[config.mk]
export PLATFORM = sky130hd
export DESIGN_NAME = lcd_ctrl
export DESIGN_NICKNAME = d
export VERILOG_FILES = /design/src/rtl/lcd_ctrl.sv
export SDC_FILE = /design/constraint.sdc
export NUM_CORES = 1
export LEC_CHECK = 0
export ABC_CLOCK_PERIOD_IN_PS = 2500
export CAP_MARGIN = 40
export CORE_UTILIZATION = 57
export CTS_CLUSTER_DIAMETER = 30
export DETAILED_ROUTE_END_ITERATION = 10
export PLACE_DENSITY = 0.87
export SLEW_MARGIN = 10
export SYNTH_ARGS = -nofsm -noshare
export SYNTH_HDL_FRONTEND = slang
export SYNTH_SLANG_ARGS = --single-unit
[constraint.sdc]
create_clock -name i_clk -period 2.5 [get_ports i_clk]
set_input_delay 0.5 -clock i_clk [delete_from_list [all_inputs] [get_ports i_clk]]
set_output_delay 0.5 -clock i_clk [all_outputs]
set_load 0.02 [all_outputs]
[src/rtl/lcd_ctrl.sv]
// HD44780-style write-only LCD controller: power-up wait, fixed init
// sequence, then timed SETUP/PULSE/HOLD/WAIT writes per accepted request.
module lcd_ctrl #(
    parameter int T_SETUP = 4,
    parameter int T_EN    = 12,
    parameter int T_HOLD  = 4,
    parameter int T_CMD   = 2500,
    parameter int T_CLR   = 100000,
    parameter int T_PWRUP = 750000
) (
    input  logic       i_clk,
    input  logic       i_rst,
    input  logic       i_req_vld,
    input  logic       i_req_rs,
    input  logic [7:0] i_req_data,
    output logic       o_req_rdy,
    output logic       o_init_done,
    output logic       o_lcd_on,
    output logic       o_lcd_rs,
    output logic       o_lcd_rw,
    output logic       o_lcd_en,
    output logic [7:0] o_lcd_data
);
    localparam int TS   = (T_SETUP < 1) ? 1 : T_SETUP;
    localparam int TE   = (T_EN    < 1) ? 1 : T_EN;
    localparam int TH   = (T_HOLD  < 1) ? 1 : T_HOLD;
    localparam int TC   = (T_CMD   < 1) ? 1 : T_CMD;
    localparam int TL   = (T_CLR   < 1) ? 1 : T_CLR;
    localparam int TP   = (T_PWRUP < 1) ? 1 : T_PWRUP;
    localparam int M1   = (TS > TE) ? TS : TE;
    localparam int M2   = (TH > TC) ? TH : TC;
    localparam int M3   = (TL > TP) ? TL : TP;
    localparam int M12  = (M1 > M2) ? M1 : M2;
    localparam int TMAX = (M12 > M3) ? M12 : M3;
    localparam int CW   = $clog2(TMAX + 1);

    typedef enum logic [2:0] {
        PWRUP, IDLE, SETUP, PULSE, HOLD, WAIT
    } state_t;

    state_t          state_q, state_d;
    logic [CW-1:0]   cnt_q, cnt_d;
    logic [2:0]      idx_q, idx_d;
    logic            rs_q, rs_d;
    logic [7:0]      data_q, data_d;
    logic            en_q, en_d;
    logic            rdy_q, rdy_d;
    logic            done_q, done_d;
    logic            on_q, on_d;
    logic            last;
    logic            is_clr;
    logic [CW-1:0]   wait_len;

    function automatic logic [7:0] init_byte(input logic [2:0] i);
        case (i)
            3'd0:    init_byte = 8'h38;
            3'd1:    init_byte = 8'h0C;
            3'd2:    init_byte = 8'h01;
            default: init_byte = 8'h06;
        endcase
    endfunction

    always_comb begin
        state_d  = state_q;
        cnt_d    = (cnt_q == '0) ? '0 : cnt_q - CW'(1);
        idx_d    = idx_q;
        rs_d     = rs_q;
        data_d   = data_q;
        on_d     = 1'b1;
        last     = (cnt_q <= CW'(1));
        is_clr   = !rs_q && (data_q == 8'h01 || data_q == 8'h02);
        wait_len = is_clr ? CW'(TL) : CW'(TC);
        case (state_q)
            PWRUP: if (last) begin
                state_d = SETUP;
                cnt_d   = CW'(TS);
                rs_d    = 1'b0;
                data_d  = init_byte(idx_q);
                idx_d   = idx_q + 3'd1;
            end
            IDLE: if (i_req_vld && rdy_q) begin
                state_d = SETUP;
                cnt_d   = CW'(TS);
                rs_d    = i_req_rs;
                data_d  = i_req_data;
            end
            SETUP: if (last) begin
                state_d = PULSE;
                cnt_d   = CW'(TE);
            end
            PULSE: if (last) begin
                state_d = HOLD;
                cnt_d   = CW'(TH);
            end
            // Ahead of IDLE the ready cycle itself is the final wait cycle
            HOLD: if (last) begin
                if (idx_q < 3'd4) begin
                    state_d = WAIT;
                    cnt_d   = wait_len;
                end else if (wait_len == CW'(1)) begin
                    state_d = IDLE;
                end else begin
                    state_d = WAIT;
                    cnt_d   = wait_len - CW'(1);
                end
            end
            WAIT: if (last) begin
                if (idx_q < 3'd4) begin
                    state_d = SETUP;
                    cnt_d   = CW'(TS);
                    rs_d    = 1'b0;
                    data_d  = init_byte(idx_q);
                    idx_d   = idx_q + 3'd1;
                end else begin
                    state_d = IDLE;
                end
            end
            default: state_d = PWRUP;
        endcase
        en_d   = (state_d == PULSE);
        rdy_d  = (state_d == IDLE);
        done_d = done_q | rdy_d;
    end

    always_ff @(posedge i_clk or posedge i_rst) begin
        if (i_rst) begin
            state_q <= PWRUP;
            cnt_q   <= CW'(TP);
            idx_q   <= 3'd0;
            rs_q    <= 1'b0;
            data_q  <= 8'h00;
            en_q    <= 1'b0;
            rdy_q   <= 1'b0;
            done_q  <= 1'b0;
            on_q    <= 1'b0;
        end else begin
            state_q <= state_d;
            cnt_q   <= cnt_d;
            idx_q   <= idx_d;
            rs_q    <= rs_d;
            data_q  <= data_d;
            en_q    <= en_d;
            rdy_q   <= rdy_d;
            done_q  <= done_d;
            on_q    <= on_d;
        end
    end

    assign o_req_rdy   = rdy_q;
    assign o_init_done = done_q;
    assign o_lcd_on    = on_q;
    assign o_lcd_rs    = rs_q;
    assign o_lcd_rw    = 1'b0;
    assign o_lcd_en    = en_q;
    assign o_lcd_data  = data_q;
endmodule
==> out/metrics.csv <==
stage,metric,value,unit
clock_network,root buf cell,clkbuf_8,
power,Sw Ratio,0.228,
final_layout,share of layout cells above drive strength 1,0.165,
sta,# setup viols final,0,
logic_synthesis,post-synthesis cell area,0.00249,mm^2
die,IO Count,26,
routing,Wirelength per Cell,16.6,um
global_route,GRT met1 Usage,0.356,
setup_path,crit-path cells,"nor4_1, nand4_1, nor3_1, o221a_2, mux2_2",
sta,minimum clock period,2.38,ns
sta,fin crit share,0.953,
sta,Final Slew Violations,0,
clock_network,CTS tree,built,
setup_path,Crit path largest cell delay,0.49,ns
routing,vias,2141,
sta,relative slew slack,0.628,
sta,Worst-Margin Slew,0.558,ns
power,clock power share,0.389,
global_route,GRT busiest layer,met2,
logic_synthesis,top-area cell type share of the netlist area,0.292,
routing,DRT iter0 DRCs,214,
final_layout,final instance area,0.00290,mm^2
clock_network,Setup Buffers After CTS,0,
setup_path,CP arrival,2.57,ns
sta,RSZ-0062 raised after global routing,no,
sta,worst hold slack,0.482,ns
setup_path,CP required,2.68,ns
clock_network,Num Clock Sinks,39,
setup_path,crit-path leading delay family,simple AND/OR/NAND/NOR gates,
logic_synthesis,most frequent cells after synthesis,"nand2_1 (30), nor2_1 (30), dfrtp_1 (29)",
power,Seq pwr share,0.579,
logic_synthesis,Avg Synthesized Cell Area,9.14,um^2
logic_synthesis,Synth Instances,272,
power,P_leak,1.16,nW
place,dpl cell area,0.00280,mm^2
routing,DRC,0,
setup_path,startpoint types,flop,
die,die area,0.00463,mm^2
routing,First-pass DRT Iterations,4,
global_route,met3 Usage GRT,0.0617,
clock_network,CTS Buf Count,5,
run_status,status,"complete, no violations",
setup_path,Crit-path slowest cell,nor4_1,
power,Pwr per Cell Area,377,mW/mm^2
global_route,global-route wire length before repair,9240,um
logic_synthesis,number of synthesized register bits,39,
setup_path,CP max FO,6,
place,GP Congestion,0.961,
global_route,met2 Track Usage GR,0.436,
sta,Fin. Hold Viols,0,
logic_synthesis,post-synthesis sequential area ratio,0.397,
clock_network,Worst-path clk slew,0.08,ns
die,Initial Utilization,0.609,
worst_hold_path,type of the most critical hold path,reg -> reg,
sta,Setup Total Neg Slack,0,ns
clock_network,CTS HTree Levels,2,
logic_synthesis,fraction of registers with async set/reset,1.00,
final_layout,Diodes inserted,0,
routing,Total Wirelength,5870,um
power,combinational power share,0.032,
logic_synthesis,Post-synth EDFFs,0,
power,internal power,0.843,mW
die,core area,0.00409,mm^2
die,row count,23,
die,DIE WIDTH,68.1,um
final_layout,Area Overhead vs Synth,16.5,%
global_route,largest net degree at the start of global routing,40,
place,Port Buffers,24,
global_route,initial antenna violation count,0,
logic_synthesis,Synth cell types,58,
clock_network,Skew-Pair Late Insertion Delay,0.30,ns
die,Die Y,68.1,um
logic_synthesis,Yosys warnings,0,
final_layout,fillcell total,320,
final_layout,post-layout util,0.709,
power,P_sw,0.249,mW
routing,ANT nets after route,0,
final_layout,nets,324,
power,Max VDD drop,0.000319,V
global_route,vias in the first global route,1954,
setup_path,Buffers & Inverters on Critical Path,0,
logic_synthesis,synth top area cells,"dfrtp_1 (29%), dfstp_2 (11%), ha_1 (5.0%)",
place,post-DP HPWL,4310,um
power,Final Power,1.09,mW
setup_path,Crit Path Category,reg -> reg,
flow_run,Max-Cap Viols,0,
clock_network,Max clock buf depth,2,
logic_synthesis,top_reg_cell synth,dfrtp_1,
logic_synthesis,syn nets,294,
routing,vias per cell,6.07,
sta,Clock Skew,0.00672,ns
global_route,All-Layer GR Usage,0.276,
sta,max frequency,420,MHz
logic_synthesis,cell taking the most area after synthesis,dfrtp_1,
setup_path,Worst setup EP type,flop,
global_route,grt ovf,0,
[metal layers]
metal  wire length [um]  part of all wire
met3                339             0.058
met1               2450              0.42
met4                171             0.029
met2               2900              0.49
met5                  0                 0
[per-stage QoR]
stage | setup WS, ns | instances
global placement | 0.231 | 345
global route | 0.0107 | 353
finish | 0.119 | 353
CTS | 0.135 | 353
detailed placement | 0.192 | 345
floorplan | 0.300 | 272
[logic make-up after synthesis]
logic type,share of synthesized area
DFF,0.397
buffers and inverters,0.0523
adders and majority gates,0.0503
xor gates and xnor gates,0.0634
other,0.00302
and+or+nand+nor,0.225
AOI/OAI and AO/OA,0.170
muxes,0.0387
[path summary, 6_finish.rpt]
path	startpoint	to	slack, ns	cells after the start
max	cnt_q[15]	o_lcd_data[3]	0.12	5
min	o_init_done	o_init_done	0.48	1
max reg2reg	cnt_q[15]	o_lcd_data[3]	0.12	5
min reg2reg	o_init_done	o_init_done	0.48	1
max in group asynchronous	i_rst	cnt_q[13]	1.52	3
min in group asynchronous	i_rst	o_lcd_data[6]	0.61	3
[power groups by stage]
stage               clock network, mW  registers [mW]  logic (mW)
global route                    0.468           0.632      0.0398
detailed placement                  0           0.644      0.0361
CTS                             0.436           0.632      0.0362
finish                          0.425           0.632      0.0352
global placement                    0           0.644      0.0352
floorplan                           0           0.645      0.0119
[timing repair]
item / in CTS / in global routing
gates resized for setup: 0 / 1
hold buffers: 0 / 0
endpoints found under the setup margin: 0 / 4
[sequential cells by signal, summed over array words and instances (netlist names)]
signal / count
state_q: 3
o_lcd_data: 8
idx_q: 3
o_init_done: 1
o_lcd_on: 1
o_lcd_rs: 1
o_lcd_en: 1
o_req_rdy: 1
cnt_q: 20
[layout make-up]
| type | instances | area, um^2 | share of cell area |
|---|---|---|---|
| timing repair buffer | 37 | 338 | 0.117 |
| tap | 50 | 62.6 | 0.0216 |
| inverter | 12 | 45.0 | 0.0155 |
| clock buffer | 5 | 68.8 | 0.0237 |
| clock inverter | 3 | 20.0 | 0.00691 |
| multi-input combinational | 207 | 1380 | 0.475 |
| sequential | 39 | 988 | 0.341 |
[placed cells by master (no fill, tap or decap), types with 4 or more instances in the layout]
master            n
a22o_1            5
nor4_1            7
clkdlybuf4s50_1  24
nor2_1           30
a21oi_1           8
xnor2_1          12
clkbuf_8          5
ha_1             10
xor2_1            6
dfrtp_1          29
mux2i_1           4
inv_1            12
o21ai_0          13
or4_1             4
buf_4            13
nor3_1            8
mux2_2            5
nand3_1           8
nand2_1          30
o31ai_1           4
dfstp_2          10
Note: power is estimated with default switching activity, not from simulation.
